$ cat src/rtl/ram_program_loader_if.sv
// Bus bundle between the CPU/serial-host side and the program loader.
// master drives CPU and serial inputs; slave is the loader producing the RAM port.
interface ram_program_loader_if #(
    parameter int AW = 4,
    parameter int DW = 8
);
    logic          prog_en;
    logic          sck;
    logic          sdi;
    logic [AW-1:0] cpu_addr;
    logic [DW-1:0] cpu_din;
    logic          cpu_ri;
    logic [AW-1:0] addr;
    logic [DW-1:0] din;
    logic          ri;
    logic          halt;
    logic          load_done;
    logic [AW:0]   byte_cnt;

    modport master (
        output prog_en, sck, sdi, cpu_addr, cpu_din, cpu_ri,
        input  addr, din, ri, halt, load_done, byte_cnt
    );

    modport slave (
        input  prog_en, sck, sdi, cpu_addr, cpu_din, cpu_ri,
        output addr, din, ri, halt, load_done, byte_cnt
    );
endinterface

$ cat src/rtl/ram_program_loader.sv
// Serial program loader: halts the CPU and fills RAM 0..DEPTH-1 from an MSB-first
// SCK/SDI stream while PROG_EN is high; otherwise passes CPU RAM signals through.
module ram_program_loader #(
    parameter int DEPTH       = 16,
    parameter int AW          = 4,
    parameter int DW          = 8,
    parameter int SYNC_STAGES = 2
) (
    input  logic                 i_clk,
    input  logic                 i_rst,
    ram_program_loader_if.slave  bus
);
    localparam int BW = $clog2(DW + 1);
    localparam logic [BW-1:0] LAST_BIT = BW'(DW - 1);
    localparam logic [AW-1:0] LAST_ADDR = AW'(DEPTH - 1);
    localparam logic [AW:0]   FULL_CNT = (AW + 1)'(DEPTH);

    typedef enum logic [1:0] {ST_IDLE, ST_SHIFT, ST_WRITE, ST_DONE} state_t;

    state_t                 r_state;
    state_t                 w_state_next;
    logic [SYNC_STAGES-1:0] r_prog_sync;
    logic [SYNC_STAGES-1:0] r_sck_sync;
    logic [SYNC_STAGES-1:0] r_sdi_sync;
    logic                   r_sck_d;
    logic                   r_sck_rise;
    logic                   r_sdi_d;
    logic [BW-1:0]          r_bit_cnt;
    logic [AW-1:0]          r_addr;
    logic [DW-1:0]          r_shreg;
    logic [AW:0]            r_byte_cnt;
    logic                   w_prog_s;
    logic                   w_sck_s;
    logic                   w_sdi_s;
    logic                   w_last_bit;

    assign w_prog_s   = r_prog_sync[SYNC_STAGES-1];
    assign w_sck_s    = r_sck_sync[SYNC_STAGES-1];
    assign w_sdi_s    = r_sdi_sync[SYNC_STAGES-1];
    assign w_last_bit = r_sck_rise && (r_bit_cnt == LAST_BIT);

    // The rise pulse is registered, so SDI gets one matching delay flop to stay aligned.
    always_ff @(posedge i_clk or posedge i_rst) begin
        if (i_rst) begin
            r_prog_sync <= '0;
            r_sck_sync  <= '0;
            r_sdi_sync  <= '0;
            r_sck_d     <= 1'b0;
            r_sck_rise  <= 1'b0;
            r_sdi_d     <= 1'b0;
        end else begin
            r_prog_sync <= {r_prog_sync[SYNC_STAGES-2:0], bus.prog_en};
            r_sck_sync  <= {r_sck_sync[SYNC_STAGES-2:0], bus.sck};
            r_sdi_sync  <= {r_sdi_sync[SYNC_STAGES-2:0], bus.sdi};
            r_sck_d     <= w_sck_s;
            r_sck_rise  <= w_sck_s & ~r_sck_d;
            r_sdi_d     <= w_sdi_s;
        end
    end

    always_ff @(posedge i_clk or posedge i_rst) begin
        if (i_rst) begin
            r_state <= ST_IDLE;
        end else begin
            r_state <= w_state_next;
        end
    end

    // A completed byte takes priority over an abort in the same cycle.
    always_comb begin
        w_state_next = r_state;
        case (r_state)
            ST_IDLE: begin
                if (w_prog_s) w_state_next = ST_SHIFT;
            end
            ST_SHIFT: begin
                if (w_last_bit)     w_state_next = ST_WRITE;
                else if (!w_prog_s) w_state_next = ST_IDLE;
            end
            ST_WRITE: begin
                if (r_addr == LAST_ADDR) w_state_next = ST_DONE;
                else                     w_state_next = ST_SHIFT;
            end
            ST_DONE: begin
                if (!w_prog_s) w_state_next = ST_IDLE;
            end
            default: w_state_next = ST_IDLE;
        endcase
    end

    always_ff @(posedge i_clk or posedge i_rst) begin
        if (i_rst) begin
            r_bit_cnt  <= '0;
            r_addr     <= '0;
            r_shreg    <= '0;
            r_byte_cnt <= '0;
        end else begin
            case (r_state)
                ST_IDLE: begin
                    if (w_prog_s) begin
                        r_bit_cnt  <= '0;
                        r_addr     <= '0;
                        r_shreg    <= '0;
                        r_byte_cnt <= '0;
                    end
                end
                ST_SHIFT: begin
                    if (r_sck_rise) begin
                        r_shreg   <= {r_shreg[DW-2:0], r_sdi_d};
                        r_bit_cnt <= r_bit_cnt + 1'b1;
                    end
                end
                ST_WRITE: begin
                    r_bit_cnt <= '0;
                    // Address holds at the last location instead of wrapping.
                    if (r_addr != LAST_ADDR)   r_addr     <= r_addr + 1'b1;
                    if (r_byte_cnt != FULL_CNT) r_byte_cnt <= r_byte_cnt + 1'b1;
                end
                default: ;
            endcase
        end
    end

    always_comb begin
        bus.addr      = bus.cpu_addr;
        bus.din       = bus.cpu_din;
        bus.ri        = bus.cpu_ri;
        bus.halt      = 1'b0;
        bus.load_done = 1'b0;
        bus.byte_cnt  = r_byte_cnt;
        case (r_state)
            ST_SHIFT: begin
                bus.addr = r_addr;
                bus.din  = r_shreg;
                bus.ri   = 1'b0;
                bus.halt = 1'b1;
            end
            ST_WRITE: begin
                bus.addr = r_addr;
                bus.din  = r_shreg;
                bus.ri   = 1'b1;
                bus.halt = 1'b1;
            end
            ST_DONE: bus.load_done = 1'b1;
            default: ;
        endcase
    end
endmodule
$ cat src/flat_wrapper.sv
// flat-port wrapper written by rule: the top's interface ports become plain ports
module ram_program_loader_flat 
#(
    parameter int DEPTH       = 16,
    parameter int AW          = 4,
    parameter int DW          = 8,
    parameter int SYNC_STAGES = 2
)
  (i_clk, i_rst, bus_prog_en, bus_sck, bus_sdi, bus_cpu_addr, bus_cpu_din, bus_cpu_ri, bus_addr, bus_din, bus_ri, bus_halt, bus_load_done, bus_byte_cnt);
  ram_program_loader_if #(.AW(AW), .DW(DW)) bus_i ();
  input  logic i_clk;
  input  logic i_rst;
  input wire logic [$bits(bus_i.prog_en)-1:0] bus_prog_en;
  input wire logic [$bits(bus_i.sck)-1:0] bus_sck;
  input wire logic [$bits(bus_i.sdi)-1:0] bus_sdi;
  input wire logic [$bits(bus_i.cpu_addr)-1:0] bus_cpu_addr;
  input wire logic [$bits(bus_i.cpu_din)-1:0] bus_cpu_din;
  input wire logic [$bits(bus_i.cpu_ri)-1:0] bus_cpu_ri;
  output wire logic [$bits(bus_i.addr)-1:0] bus_addr;
  output wire logic [$bits(bus_i.din)-1:0] bus_din;
  output wire logic [$bits(bus_i.ri)-1:0] bus_ri;
  output wire logic [$bits(bus_i.halt)-1:0] bus_halt;
  output wire logic [$bits(bus_i.load_done)-1:0] bus_load_done;
  output wire logic [$bits(bus_i.byte_cnt)-1:0] bus_byte_cnt;
  assign bus_i.prog_en = bus_prog_en;
  assign bus_i.sck = bus_sck;
  assign bus_i.sdi = bus_sdi;
  assign bus_i.cpu_addr = bus_cpu_addr;
  assign bus_i.cpu_din = bus_cpu_din;
  assign bus_i.cpu_ri = bus_cpu_ri;
  assign bus_addr = bus_i.addr;
  assign bus_din = bus_i.din;
  assign bus_ri = bus_i.ri;
  assign bus_halt = bus_i.halt;
  assign bus_load_done = bus_i.load_done;
  assign bus_byte_cnt = bus_i.byte_cnt;
  ram_program_loader #(.DEPTH(DEPTH), .AW(AW), .DW(DW), .SYNC_STAGES(SYNC_STAGES)) u_core (.i_clk(i_clk), .i_rst(i_rst), .bus(bus_i));
endmodule
$ cat config.mk
export PLATFORM = sky130hd
export DESIGN_NAME = ram_program_loader_flat
export DESIGN_NICKNAME = d
export VERILOG_FILES = /design/src/rtl/ram_program_loader_if.sv /design/src/rtl/ram_program_loader.sv /design/src/flat_wrapper.sv
export SDC_FILE = /design/constraint.sdc
export NUM_CORES = 1
export LEC_CHECK = 0
export ABC_CLOCK_PERIOD_IN_PS = 4240
export CORE_ASPECT_RATIO = 0.6
export CORE_MARGIN = 2
export CORE_UTILIZATION = 53
export CTS_CLUSTER_SIZE = 10
export DETAILED_ROUTE_END_ITERATION = 10
export PLACE_DENSITY = 0.84
export SLEW_MARGIN = 0
export SYNTH_ARGS = -nofsm -noshare
export SYNTH_HDL_FRONTEND = slang
export SYNTH_SLANG_ARGS = --single-unit
$ cat constraint.sdc
create_clock -name i_clk -period 4.24 [get_ports i_clk]
set_input_delay 0.848 -clock i_clk [delete_from_list [all_inputs] [get_ports i_clk]]
set_output_delay 0.848 -clock i_clk [all_outputs]
set_load 0.05 [all_outputs]
==> metrics.cfg, run 1 <==
[clock_network]
htree_levels = 2
postCtsSetupRepairBufs = 0
cts-resized-gates = 0
ctsHoldBuffers = 0
cts_buffers = 5
clk_pin_slew_ns = 0.07
cts_tree = built
cts_max_path_buffers = 2
cts.sinks = 32
clk_latency_ns = 0.28
ctsRootBufferMaster = clkbuf_8

[logic_synthesis]
syn_inst = 164
syn-num-nets = 190
synth.distinct_cells = 38
synth_edf_count = 0
synth.cell_area_sq_um = 1678
ys_ff_latch = 32
synth_ff_type = dfrtp_1
yosys_warnings = 0
async_reset_ff_frac = 1.000
syn_avg_cell_area_sq_um = 10.23
ys_seq_area_frac = 0.4773

[timing]
report.final.setup_viol = 0
fmax_mhz = 292.8
report.final.slew_viol_count = 0
hold_viol = 0
relSlewSlack = 0.4320
skew_ns = 0.002907
period_needed_ns = 3.416
worst_slew_pin_slew_ns = 0.8430
setup_ws_ns = 0.8244
tns_ns = 0
post-route-period-util = 0.8056
rsz0062_at_grt = false

[detailed_routing]
dr.first_iter.drc_count = 108
dr_total_vias = 1322
drt_first_pass_iters = 4
antenna_left = 0
wire_per_inst_um = 15.54
drc_errors = 0
totalWireLength_mm = 3.823
vias_per_cell = 5.374

[setup_path]
crit_buf_inv = 2
cp_data_required_time_ns = 3.39
slowest_delay_ns = 0.71
cpMaxStageDelayCell = clkdlybuf4s50_1
end_kind = primary output
path_cells = inv_1, ha_1, mux2_2, clkdlybuf4s50_1
crit_family = buffers and inverters
arrival_ns = 2.57
crit_type = reg -> out
critical_path.max_fanout = 14
crit_path_start_kind = flip-flop

[final_layout]
instances_no_fill = 246
area_growth_pct = 30.57
final_nets = 229
antennaDiodeCount = 0
drive_above_1_share = 0.1422

[floorplan]
die_y_um = 47.59
die_w_um = 76.64
ioPinCount = 38
design.core.area_sq_um = 2947
die-area_sq_um = 3647
initial_core_util = 0.5694
num_rows = 15

[grt]
track_usage = 0.2309
antenna_found_initial = 0
grt_pass1_vias = 1284
grt_pass1_wl_mm = 6.210
overflow = 0
grt_max_degree = 29

[power_and_ir_drop]
p_leak_nw = 0.9472
power_w = 0.001283
max-vdd-ir-drop_mv = 0.4190
pwr_density_cell_nw_per_um2 = 585.8

[placement]
place.gp.congestion = 0.8320
place_hpwl_mm = 2.777
pre_cts_ws_ns = 1.113
dp_cells = 238
io_buffers = 37

[min_path]
hold_class = reg -> reg

[job]
maxCapViolCount = 0

[status]
status = completed

==> sequential cells by signal, summed over array words and instances, names as in the netlist <==
name                 flops
u_core.bus.byte_cnt      5
u_core.r_addr            4
u_core.r_sck_d           1
u_core.r_bit_cnt         4
u_core.r_state           2
u_core.r_sck_sync        2
u_core.r_prog_sync       2
u_core.r_sdi_d           1
u_core.r_sck_rise        1
u_core.r_shreg           8
u_core.r_sdi_sync        2
==> layout make-up <==
type	instances	area, sq um
clock buffers	5	68.82
repair buffers	38	377.9
flip-flops and latches	32	800.8
fillers	209	755.7
inverters	18	67.56
well taps	42	52.55
multi-input cells	108	780.7
clock inverters	3	42.54
==> cells in the final DEF (no fill, tap or decap), types with 2 or more instances in the layout <==
cell,n
a21oi_1,3
clkbuf_8,5
clkdlybuf4s50_1,37
dfrtp_1,32
ha_1,8
inv_1,17
mux2_2,13
mux2i_1,2
nand2_1,9
nand2b_1,2
nand3_1,16
nand3b_1,2
nor2_1,6
nor2b_1,3
nor3_1,5
nor4_1,2
o211ai_1,2
o21ai_0,15
xnor2_1,2
==> kinds of logic after synthesis <==
logic type               share of synthesized area
AND/OR/NAND/NOR                             0.1924
flip-flops                                  0.4773
XOR/XNOR                                   0.01044
multiplexers                               0.09918
AO/OA/AOI/OAI                               0.1037
buffers and inverters                      0.05741
adder cells (fa/ha/maj)                    0.05966
==> cells in the mapped netlist (2+ instances only) <==
cell type	n	area [sq um]
mux2_2	13	146.4
buf_2	5	25.02
xnor2_1	2	17.52
nor3_1	5	25.02
o211ai_1	2	15.01
ha_1	8	100.1
nor2_1	6	22.52
mux2i_1	2	20.02
o21ai_0	15	75.07
nor4_1	2	12.51
a21oi_1	3	15.01
nand3b_1	2	15.01
dfrtp_1	32	800.8
inv_1	17	63.81
nand2b_1	2	12.51
nand3_1	16	80.08
nand2_1	9	33.78
nor2b_1	3	18.77
==> path summary, 6_finish.rpt <==
check / start / endpoint / slack, ns / cells past startpoint
max in group asynchronous: i_rst / u_core.r_sck_rise / 2.91 / 3
min in group asynchronous: i_rst / u_core.bus.byte_cnt[0] / 0.75 / 2
worst min-delay path: u_core.r_prog_sync[0] / u_core.r_prog_sync[1] / 0.35 / 0
worst max-delay path: u_core.r_state[0] / bus_din[1] / 0.82 / 4
worst max register to register: u_core.r_state[1] / u_core.r_shreg[4] / 1.98 / 6
worst min register to register: u_core.r_prog_sync[0] / u_core.r_prog_sync[1] / 0.35 / 0
==> metrics by stage <==
| step | utilization | hold WS, ns | instance area (sq um) |
|---|---|---|---|
| global placement | 0.7057 | 0.3340 | 2079 |
| finish | 0.7435 | 0.3493 | 2191 |
| CTS | 0.7435 | 0.3503 | 2191 |
| floorplan | - | 0.3312 | 1678 |
| detailed placement | 0.7057 | 0.3347 | 2079 |
| global route | 0.7435 | 0.3551 | 2191 |
==> metal layers <==
layer	track usage	part of all wire	vias to the layer above
met1	0.3095	0.47	632
met5	0	0	-
li1	-	-	652
met3	0.05660	0.046	0
met4	0.06909	0	0
met2	0.3912	0.48	38
==> power breakdown <==
part	switching [W]	total [W]	internal, W
clock network	0.000115	0.000289	0.000174
logic	0.000395	0.000614	0.000220
registers	0.0000329	0.000380	0.000347
total	0.000543	0.00128	0.000740
Power figures use the tool's default switching activity.
==> run 2: changes to the inputs <==
--- a/config.mk
+++ b/config.mk
@@ -5,13 +5,13 @@
 export SDC_FILE = /design/constraint.sdc
 export NUM_CORES = 1
 export LEC_CHECK = 0
-export ABC_CLOCK_PERIOD_IN_PS = 4240
+export ABC_CLOCK_PERIOD_IN_PS = 3600
 export CORE_ASPECT_RATIO = 0.6
 export CORE_MARGIN = 2
-export CORE_UTILIZATION = 53
+export CORE_UTILIZATION = 50
 export CTS_CLUSTER_SIZE = 10
 export DETAILED_ROUTE_END_ITERATION = 10
-export PLACE_DENSITY = 0.84
+export PLACE_DENSITY = 0.8
 export SLEW_MARGIN = 0
 export SYNTH_ARGS = -nofsm -noshare
 export SYNTH_HDL_FRONTEND = slang
==> constraint.sdc (replaced) <==
create_clock -name i_clk -period 3.6 [get_ports i_clk]
set_input_delay 0.72 -clock i_clk [delete_from_list [all_inputs] [get_ports i_clk]]
set_output_delay 0.72 -clock i_clk [all_outputs]
set_load 0.05 [all_outputs]
==> run 2 against run 1 <==
- cell count up 1.2%
- via count up 5.0%
- non-clock buffer count unchanged
- combinational power up 17%
- first-iteration DRC count down 15%
- critical path depth unchanged
- sequential power up 18%
- design area unchanged
- largest cell class unchanged
- largest power group unchanged
==> metrics.cfg, run 2 (synthesis results as in run 1) <==
[clock_network]
postCtsSetupRepairBufs = 0  ; unchanged
htree_levels = 2  ; unchanged
cts_buffers = 5  ; unchanged
cts_max_path_buffers = 2  ; unchanged
clk_latency_ns = 0.29  ; about the same
cts.sinks = 32  ; unchanged
ctsHoldBuffers = 0  ; unchanged
clk_pin_slew_ns = 0.07  ; about the same
cts-resized-gates = 0  ; unchanged
ctsRootBufferMaster = clkbuf_8
cts_tree = built

[setup_path]
slowest_delay_ns = 0.71  ; about the same
crit_family = buffers and inverters
end_kind = primary output
critical_path.max_fanout = 14  ; unchanged
cpMaxStageDelayCell = clkdlybuf4s50_1
crit_buf_inv = 2  ; unchanged
arrival_ns = 2.54  ; -0.03 ns
path_cells = inv_1, ha_1, mux2_2, clkdlybuf4s50_1
crit_path_start_kind = flip-flop
crit_type = reg -> out
cp_data_required_time_ns = 2.88  ; -0.51 ns

[grt]
track_usage = 0.2216  ; -0.009230
grt_max_degree = 33  ; +14%
grt_pass1_vias = 1334  ; +3.9%
overflow = 0  ; unchanged
grt_pass1_wl_mm = 6.417  ; +3.3%
antenna_found_initial = 0  ; unchanged

[power_and_ir_drop]
switching_share = 0.4208  ; -0.002417
comb_power_share = 0.477  ; -0.002
p_leak_nw = 0.9482  ; +0.11%
internal_power_w = 0.0008723  ; +18%
max-vdd-ir-drop_mv = 0.3909  ; -6.7%
clockPowerShare = 0.226  ; about the same
p_sw_w = 0.0006338  ; +17%
power.share.sequential = 0.297  ; about the same
pwr_density_cell_nw_per_um2 = 687.5  ; +17%

[final_layout]
final_nets = 229  ; unchanged
top_register = u_core.r_shreg
antennaDiodeCount = 0  ; unchanged
final_cell_mix = 37 x clkdlybuf4s50_1, 32 x dfrtp_1, 17 x inv_1
drive_above_1_share = 0.1373  ; -0.004902
largest_reg_flops = 8  ; unchanged
area_growth_pct = 30.57  ; unchanged
final_common_cell = clkdlybuf4s50_1

[detailed_routing]
dr.first_iter.drc_count = 92  ; -15%
totalWireLength_mm = 3.774  ; -1.3%
antenna_left = 0  ; unchanged
vias_per_cell = 5.574  ; +3.7%
dr_total_vias = 1388  ; +5.0%
drc_errors = 0  ; unchanged
wire_per_inst_um = 15.16  ; -2.5%
drt_first_pass_iters = 4  ; unchanged

[timing]
setup_ws_ns = 0.3381  ; -0.4863 ns
worst_slew_pin_slew_ns = 0.8317  ; -0.01136 ns
skew_ns = 0.003931  ; +0.001024 ns
report.final.setup_viol = 0  ; unchanged
relSlewSlack = 0.4397  ; +0.007653
period_needed_ns = 3.262
tns_ns = 0  ; unchanged
report.final.slew_viol_count = 0  ; unchanged
post-route-period-util = 0.9061
fmax_mhz = 306.6
hold_viol = 0  ; unchanged
rsz0062_at_grt = false

[job]
maxCapViolCount = 0  ; unchanged

[placement]
place_hpwl_mm = 2.740  ; -1.3%
io_buffers = 37  ; unchanged
pre_cts_ws_ns = 0.6446  ; -0.4686 ns
place.gp.congestion = 0.7722  ; -7.2%

[floorplan]
ioPinCount = 38  ; unchanged
initial_core_util = 0.5206  ; -0.04885
num_rows = 16  ; +1
die_y_um = 48.87  ; +2.7%
die_w_um = 78.79  ; +2.8%
design.core.area_sq_um = 3223  ; +9.4%
die-area_sq_um = 3850  ; +5.6%

[min_path]
hold_class = reg -> reg

[status]
status = completed

## run 2: cell types whose count changed in the layout (fill, tap and decap cells not counted), sizes merged
| cell | change |
|---|---|
| clkbuf | +1 |
| clkinvlp | -1 |
## run 2: final cells by class
cell class	count	area, sq um
fillers	238	1032
flip-flops and latches	32	800.8
multi-input cells	108	780.7
repair buffers	38	377.9
clock buffers	6	72.57
inverters	18	67.56
well taps	45	56.30
clock inverters	2	35.03
## run 2: through the flow
stage / power [W] / instance area, sq um / util / hold WS [ns] / cells
2_1_floorplan: 0.0009839 / 1678 / - / 0.3312 / 164
3_3_place_gp: 0.001145 / 2083 / 0.6464 / 0.3332 / 241
3_5_place_dp: 0.001171 / 2083 / 0.6464 / 0.3363 / 241
4_1_cts: 0.001513 / 2191 / 0.6797 / 0.3535 / 249
5_1_grt: 0.001595 / 2191 / 0.6797 / 0.3683 / 249
6_report: 0.001506 / 2191 / 0.6797 / 0.3502 / 249
## run 2: final timing paths
check	to	slack [ns]	startpoint	depth (start not counted)
worst min-delay path	u_core.r_sdi_d	0.35	u_core.r_sdi_sync[1]	0
worst max register to register	u_core.r_bit_cnt[3]	1.34	u_core.r_state[1]	6
worst max-delay path	bus_din[7]	0.34	u_core.r_state[0]	4
max in group asynchronous	u_core.r_shreg[6]	2.48	i_rst	3
worst min register to register	u_core.r_sdi_d	0.35	u_core.r_sdi_sync[1]	0
min in group asynchronous	u_core.r_bit_cnt[0]	0.81	i_rst	3
## run 2: power groups by stage
| stage | clock network (W) | registers (W) | logic (W) |
|---|---|---|---|
| final | 0.000340 | 0.000447 | 0.000719 |
| after global routing | 0.000365 | 0.000453 | 0.000777 |
| after CTS | 0.000346 | 0.000446 | 0.000721 |
| after detailed placement | 0 | 0.000452 | 0.000719 |
| after global placement | 0 | 0.000448 | 0.000697 |
| after floorplan | 0 | 0.000442 | 0.000542 |
## run 2: metal layers
| layer | vias up | GRT usage | wire (um) |
|---|---|---|---|
| met2 | 50 | 0.3433 | 1835 |
| met4 | 0 | 0.1082 | 67 |
| met1 | 680 | 0.2800 | 1649 |
| li1 | 651 | - | - |
| met3 | 7 | 0.07407 | 222 |
| met5 | - | 0 | 0 |
